## src/rtl/quick_spi_arbiter.sv

```systemverilog
// Round-robin arbiter sharing one quick_spi master between several clients.
// Grants are held until spi_done or a watchdog expiry, then a fixed idle gap follows.
module quick_spi_arbiter #(
    parameter int unsigned NUMBER_OF_REQUESTERS = 4,
    parameter int unsigned NUMBER_OF_SLAVES     = 2,
    parameter int unsigned TIMEOUT_CYCLES       = 4096,
    parameter int unsigned GAP_CYCLES           = 2
) (
    input  logic                                              clk,
    input  logic                                              reset_n,
    input  logic [NUMBER_OF_REQUESTERS-1:0]                   req,
    input  logic [NUMBER_OF_REQUESTERS*NUMBER_OF_SLAVES-1:0]  req_slave,
    output logic [NUMBER_OF_REQUESTERS-1:0]                   gnt,
    output logic [NUMBER_OF_REQUESTERS-1:0]                   done,
    output logic [NUMBER_OF_REQUESTERS-1:0]                   timeout,
    output logic                                              spi_start_transaction,
    output logic [NUMBER_OF_SLAVES-1:0]                       spi_slave,
    input  logic                                              spi_done,
    output logic                                              busy
);

    localparam int unsigned N     = NUMBER_OF_REQUESTERS;
    localparam int unsigned S     = NUMBER_OF_SLAVES;
    localparam int unsigned PTR_W = (N > 1) ? $clog2(N) : 1;

    typedef enum logic [1:0] {IDLE, START, WAIT_DONE, GAP} state_t;

    state_t           state_q, state_d;
    logic [PTR_W-1:0] rr_ptr_q, rr_ptr_d;
    logic [15:0]      cnt_q, cnt_d;
    logic [N-1:0]     gnt_q, gnt_d;
    logic [N-1:0]     done_q, done_d;
    logic [N-1:0]     timeout_q, timeout_d;
    logic             start_q, start_d;
    logic [S-1:0]     slave_q, slave_d;
    logic             busy_q, busy_d;

    logic             found;
    logic [PTR_W-1:0] sel;
    logic [S-1:0]     sel_slave;
    int unsigned      idx;

    // First requester at or after rr_ptr, wrapping modulo N.
    always_comb begin
        found     = 1'b0;
        sel       = '0;
        sel_slave = '0;
        idx       = 0;
        for (int unsigned i = 0; i < N; i++) begin
            idx = (32'(rr_ptr_q) + i) % N;
            if (!found && req[idx]) begin
                found     = 1'b1;
                sel       = PTR_W'(idx);
                sel_slave = req_slave[idx*S +: S];
            end
        end
    end

    always_comb begin
        state_d   = state_q;
        rr_ptr_d  = rr_ptr_q;
        cnt_d     = cnt_q;
        gnt_d     = gnt_q;
        slave_d   = slave_q;
        done_d    = '0;
        timeout_d = '0;
        start_d   = 1'b0;
        case (state_q)
            IDLE: begin
                if (found) begin
                    state_d    = START;
                    gnt_d      = '0;
                    gnt_d[sel] = 1'b1;
                    slave_d    = sel_slave;
                    start_d    = 1'b1;
                    rr_ptr_d   = PTR_W'((32'(sel) + 1) % N);
                    cnt_d      = '0;
                end
            end
            START: begin
                state_d = WAIT_DONE;
                cnt_d   = '0;
            end
            WAIT_DONE: begin
                // spi_done takes priority over a watchdog expiry in the same cycle.
                if (spi_done) begin
                    done_d  = gnt_q;
                    gnt_d   = '0;
                    slave_d = '0;
                    cnt_d   = '0;
                    state_d = GAP;
                end else if (cnt_q == 16'(TIMEOUT_CYCLES - 1)) begin
                    timeout_d = gnt_q;
                    gnt_d     = '0;
                    slave_d   = '0;
                    cnt_d     = '0;
                    state_d   = GAP;
                end else begin
                    cnt_d = cnt_q + 16'd1;
                end
            end
            GAP: begin
                // The done/timeout pulse cycle counts as gap index 0.
                if (cnt_q == 16'(GAP_CYCLES)) begin
                    state_d = IDLE;
                    cnt_d   = '0;
                end else begin
                    cnt_d = cnt_q + 16'd1;
                end
            end
            default: state_d = IDLE;
        endcase
        busy_d = (state_d != IDLE);
    end

    always_ff @(posedge clk or negedge reset_n) begin
        if (!reset_n) begin
            state_q   <= IDLE;
            rr_ptr_q  <= '0;
            cnt_q     <= '0;
            gnt_q     <= '0;
            done_q    <= '0;
            timeout_q <= '0;
            start_q   <= 1'b0;
            slave_q   <= '0;
            busy_q    <= 1'b0;
        end else begin
            state_q   <= state_d;
            rr_ptr_q  <= rr_ptr_d;
            cnt_q     <= cnt_d;
            gnt_q     <= gnt_d;
            done_q    <= done_d;
            timeout_q <= timeout_d;
            start_q   <= start_d;
            slave_q   <= slave_d;
            busy_q    <= busy_d;
        end
    end

    assign gnt                   = gnt_q;
    assign done                  = done_q;
    assign timeout               = timeout_q;
    assign spi_start_transaction = start_q;
    assign spi_slave             = slave_q;
    assign busy                  = busy_q;

endmodule

```

## config.mk

```make
export PLATFORM = sky130hd
export DESIGN_NAME = quick_spi_arbiter
export DESIGN_NICKNAME = d
export VERILOG_FILES = /design/src/rtl/quick_spi_arbiter.sv
export SDC_FILE = /design/constraint.sdc
export NUM_CORES = 1
export LEC_CHECK = 0
export CAP_MARGIN = 10
export CORE_MARGIN = 10
export CORE_UTILIZATION = 49
export DETAILED_ROUTE_END_ITERATION = 8
export GPL_TIMING_DRIVEN = 0
export HOLD_SLACK_MARGIN = 0.05
export MAX_ROUTING_LAYER = met4
export PLACE_DENSITY = 0.83
export SETUP_SLACK_MARGIN = 0.1
export SYNTH_ARGS = -nofsm -noshare
export SYNTH_HDL_FRONTEND = slang
export SYNTH_SLANG_ARGS = --single-unit
```

## constraint.sdc

```tcl
create_clock -name clk -period 2.47 [get_ports clk]
set_clock_uncertainty 0.2 [all_clocks]
set_input_delay 0.494 -clock clk [delete_from_list [all_inputs] [get_ports clk]]
set_output_delay 0.494 -clock clk [all_outputs]
set_load 0.01 [all_outputs]
```

==> results.md <==
- The number of clock sinks seen by CTS is 36.
- The flow ran to the end, and the final reports show no timing, DRC or antenna violations.
- The total of max-cap violations is 0.
- The critical path goes through ha_4 -> nand4_1 -> or4_4 -> a31o_4 -> buf_8 -> a221o_1.
- The multi-input combinational cells in the finished layout cover a total of 1300 um2.
- The number of buffers inserted during clock tree synthesis is 5.
- The floorplan step defined a die boundary enclosing approximately 7700 um2.
- The clock-pin slew on the worst setup and hold paths is around 80 ps.
- The maximum fanout count along the critical path is 8.
- The initial core utilization is between 50% and 60%.
- The setup-violating endpoint count in the final report is 0.
- Summed over all layers, the global routing overflow is 0.
- Yosys attributes the largest share of cell area to dfrtp_1 (40%), nand2_1 (4.9%), mux2i_1 (4.5%), a31oi_1 (3.9%), ha_1 (3.9%).
- Across the VDD grid, the largest voltage drop is around 0.00042 V.
- STA classifies the critical path endpoint as a flip-flop.
- In the routed design, unresolved DRC markers number 0.
- The net switching component of the power is ~0.0012 W.
- At the end of the flow, the number of nets in the layout was 320.
- Per report_power, the sequential group accounts for a little over a quarter of the total.
- Setup repair after global routing could not meet its margin everywhere.
- The endpoint identified for the worst register-to-register timing path is cnt_q[15].
- Counting every net in the synthesized netlist gives between 200 and 300.
- The share of synthesized area occupied by flip-flops and latches is 40.4%.
- The tightest hold path in the finished design has a slack of 81.5 ps.
- In this run, placement finished with an instance count of ~330.
- The most used flip-flop cell after synthesis is dfrtp_1.
- For this run, the slowest stage of the critical path takes roughly 520 ps.
- The design draws 0.00308 W.
- The worst max-slew margin expressed relative to the limit is 47.3%.
- The max-slew violation count is 0.
- The later pin in the worst-skew pair is clocked with a latency of around 290 ps.
- The top cell type's share of synthesized area is roughly 40%.
- After synthesis, the share of flip-flops with an asynchronous set or reset is between 90% and 100%.
- The number of top-level pins is 31.
- The number of global-route vias before repair was about 2100.
- The static leakage power is approximately 1.3 nW.
- The root cell of the clock tree is clkbuf_8.
- The number of flip-flops and latches in the synthesized netlist is 36.
- The post-route non-filler standard cell count is roughly 350.
- The library cells used most frequently in the layout, excluding fill and tap cells, are dfrtp_1 (34), clkdlybuf4s50_1 (27), nand2_1 (25), a31oi_1 (14).
- Global routing consumed, over all layers together, 16.0% of the routing resources.
- The cell with the biggest individual delay on the critical path is or4_4.
- The worst path in the final design needs a cycle of 2470 ps, including I/O delays and setup.
- During placement, the flow inserted port buffers numbering 29.
- Summing all flip-flop and latch instances after layout gives 903 um2.
- For the worst setup path, the data arrival time is approximately 2400 ps.
- At the pin with the least slew margin, the transition time is approximately 790 ps.
- The routability-driven placement congestion ratio is approximately 0.96.
- The number of hold buffers added after CTS was 0.
- Dividing the detail-routed wire length by the instance count gives around 18 um.
- The power density over cell area is about 1000 nW/um2.
- The Yosys step of the flow raised 0 warnings.
- Of the total power, combinational logic draws between 40% and 50%.
- The clock network is responsible for a little under a quarter of the overall power.
- The total detailed-routing wirelength is slightly above 6000 um.
- The startpoint type of the worst setup path is a flip-flop.
- The number of diodes added for antenna fixing is 0.
- The path depth of the worst reg2reg path is 6.
- Using the TritonRoute via totals, the vias-per-cell ratio works out to 6.40.
- The number of enable-type register cells in the synthesized netlist is 0.
- The mapped netlist covers 2230 um2.
- Entering global routing, the biggest net connects 37 pins.
- The first global-routing pass estimated just under 10000 um of wire.
- Of the cells placed in the final design, the portion with a size suffix greater than 1 is roughly a fifth.
- The CTS tree is yes.
- The switching share of total power is between 30% and 40%.
- The critical path start-end classification is flip-flop to flip-flop.
- The detailed router's first-iteration violation count is 187.
- The initialized floorplan defines 24 standard-cell rows.
- The source of the worst register-to-register timing path is cnt_q[0].
- The maximum buffer depth of the clock tree is 2.
- The layout has 342 filler cells.
- The initial antenna violation count is 0.
- Relative to the synthesized area, the layout overhead comes to 33.9%.
- The mean cell area of the mapped netlist is 8.89 um2.
- The die is ~90 um tall.
- The required time of the critical path is ~2500 ps.
- The setup slack of the most critical reg-to-reg path is just under 4 ps.
- The detailed-route via count is 2245.
- The most common library cell in the layout ignoring fill and taps is dfrtp_1.
- The min-delay analysis places its worst path in the category primary input to asynchronous set/reset pin.
- The iteration count of the initial detailed-routing pass is 5.
- The highest attainable clock frequency is just over 400 MHz.
- The HPWL reported at the end of detailed placement is roughly 4100 um.
- The residual antenna-violating net count after detailed routing is 0.
- The synthesized netlist contains 44 unique library cells.
- The count of endpoints failing hold in the final timing report is 0.
- For the final routed database, the setup TNS stands at 0 ps.
- The cell-internal power is 0.00192 W.
- The largest area contributor in the synthesized netlist is dfrtp_1.
- The H-tree depth is 2.
- The total area inside the core boundary comes to between 4000 and 5000 um2.
- The chip width is just under 90 um.
- The ratio of final minimum period to clock period is between 90% and 100%.
- Synthesis handed over a netlist of roughly 250 instances.
==> power by group through the flow <==
stage	combinational [W]	sequential (W)	clock, W
floorplan	0.000804	0.000806	0
global placement	0.00113	0.000800	0
detailed placement	0.00117	0.000809	0
CTS	0.00124	0.000806	0.000728
global route	0.00166	0.000837	0.000750
finish	0.00153	0.000818	0.000729
==> kinds of logic (layout without fill, tap and decap cells) <==
group,Yosys count,in the layout,synth area share [%]
simple gates,104,104,25.4
fa+ha+maj,7,7,3.92
compound gates,64,64,19.3
flops,36,36,40.4
mux,12,12,5.49
buf+inv,28,76,5.44
==> what timing repair did <==
action	CTS	global route
buffers inserted	6	3
gates cloned	0	2
setup endpoints to repair	25	24
pin swaps	4	6
resized for setup	13	39
==> synth_stat cells (2+ instances only) <==
cell and count:
and3_1 5, a41oi_1 4, or3_1 2, o41ai_1 2, dfrtp_1 36, nor3_1 3
nand2_1 29, nor4_1 6, a32oi_1 2, mux2_2 2, mux2i_1 10, nor2b_1 2
clkbuf_1 15, buf_6 2, a22o_1 5, ha_1 7, nor2_1 12, inv_1 9
nor3b_1 2, a31oi_1 14, nand4b_1 3, o221ai_1 2, nand3b_1 4, nand3_1 14
and2_1 5, a41o_1 2, o211ai_1 3, or4bb_1 2, or4_1 3, a21oi_1 12
o21ai_0 13, nand4_1 7
==> through the flow <==
stage	setup slack, ps	util (%)	cell area, um2
2_1_floorplan	115	-	2230
3_3_place_gp	-511	59.0	2590
3_5_place_dp	-653	58.9	2580
4_1_cts	79.0	64.5	2830
5_1_grt	-47.8	68.2	2990
6_report	3.88	68.2	2990
==> how the worst max path moves through the flow <==
stage,startpoint,end,slack (ps)
floorplan,rr_ptr_q[1],gnt[0],120
global placement,req[3],gnt[0],-510
detailed placement,req[3],gnt[2],-650
CTS,cnt_q[14],cnt_q[12],80
global route,cnt_q[0],cnt_q[4],-50
finish,cnt_q[0],cnt_q[15],4
==> layer usage <==
layer / track usage, % / share of wire (%)
met5: - / 0
met4: 4.93 / 1.9
met3: 1.97 / 4.9
met2: 25.6 / 49
met1: 20.5 / 44
==> final cells by class <==
cell class	count	area share [%]
multi-input combinational	187	43.4
sequential	36	30.2
timing repair buffer	40	13.6
buffer	19	4.15
clock inverter	3	3.02
clock buffer	5	2.30
tap	52	2.18
inverter	9	1.13
==> worst max-delay path, delay by kind of cell, from the launching register on <==
family          cells  cell delay (ps)
simple gates        2              690
compound gates      2              580
flops               1              490
fa+ha+maj           1              240
buf+inv             1              150
==> sequential cells by signal, indices dropped and copies added, names as in the netlist <==
| register | cells |
|---|---|
| state_q | 2 |
| gnt | 4 |
| done | 4 |
| busy | 1 |
| cnt_q | 16 |
| timeout | 4 |
| spi_slave | 2 |
| spi_start_transaction | 1 |
| rr_ptr_q | 2 |
Power figures use the tool's default switching activity.
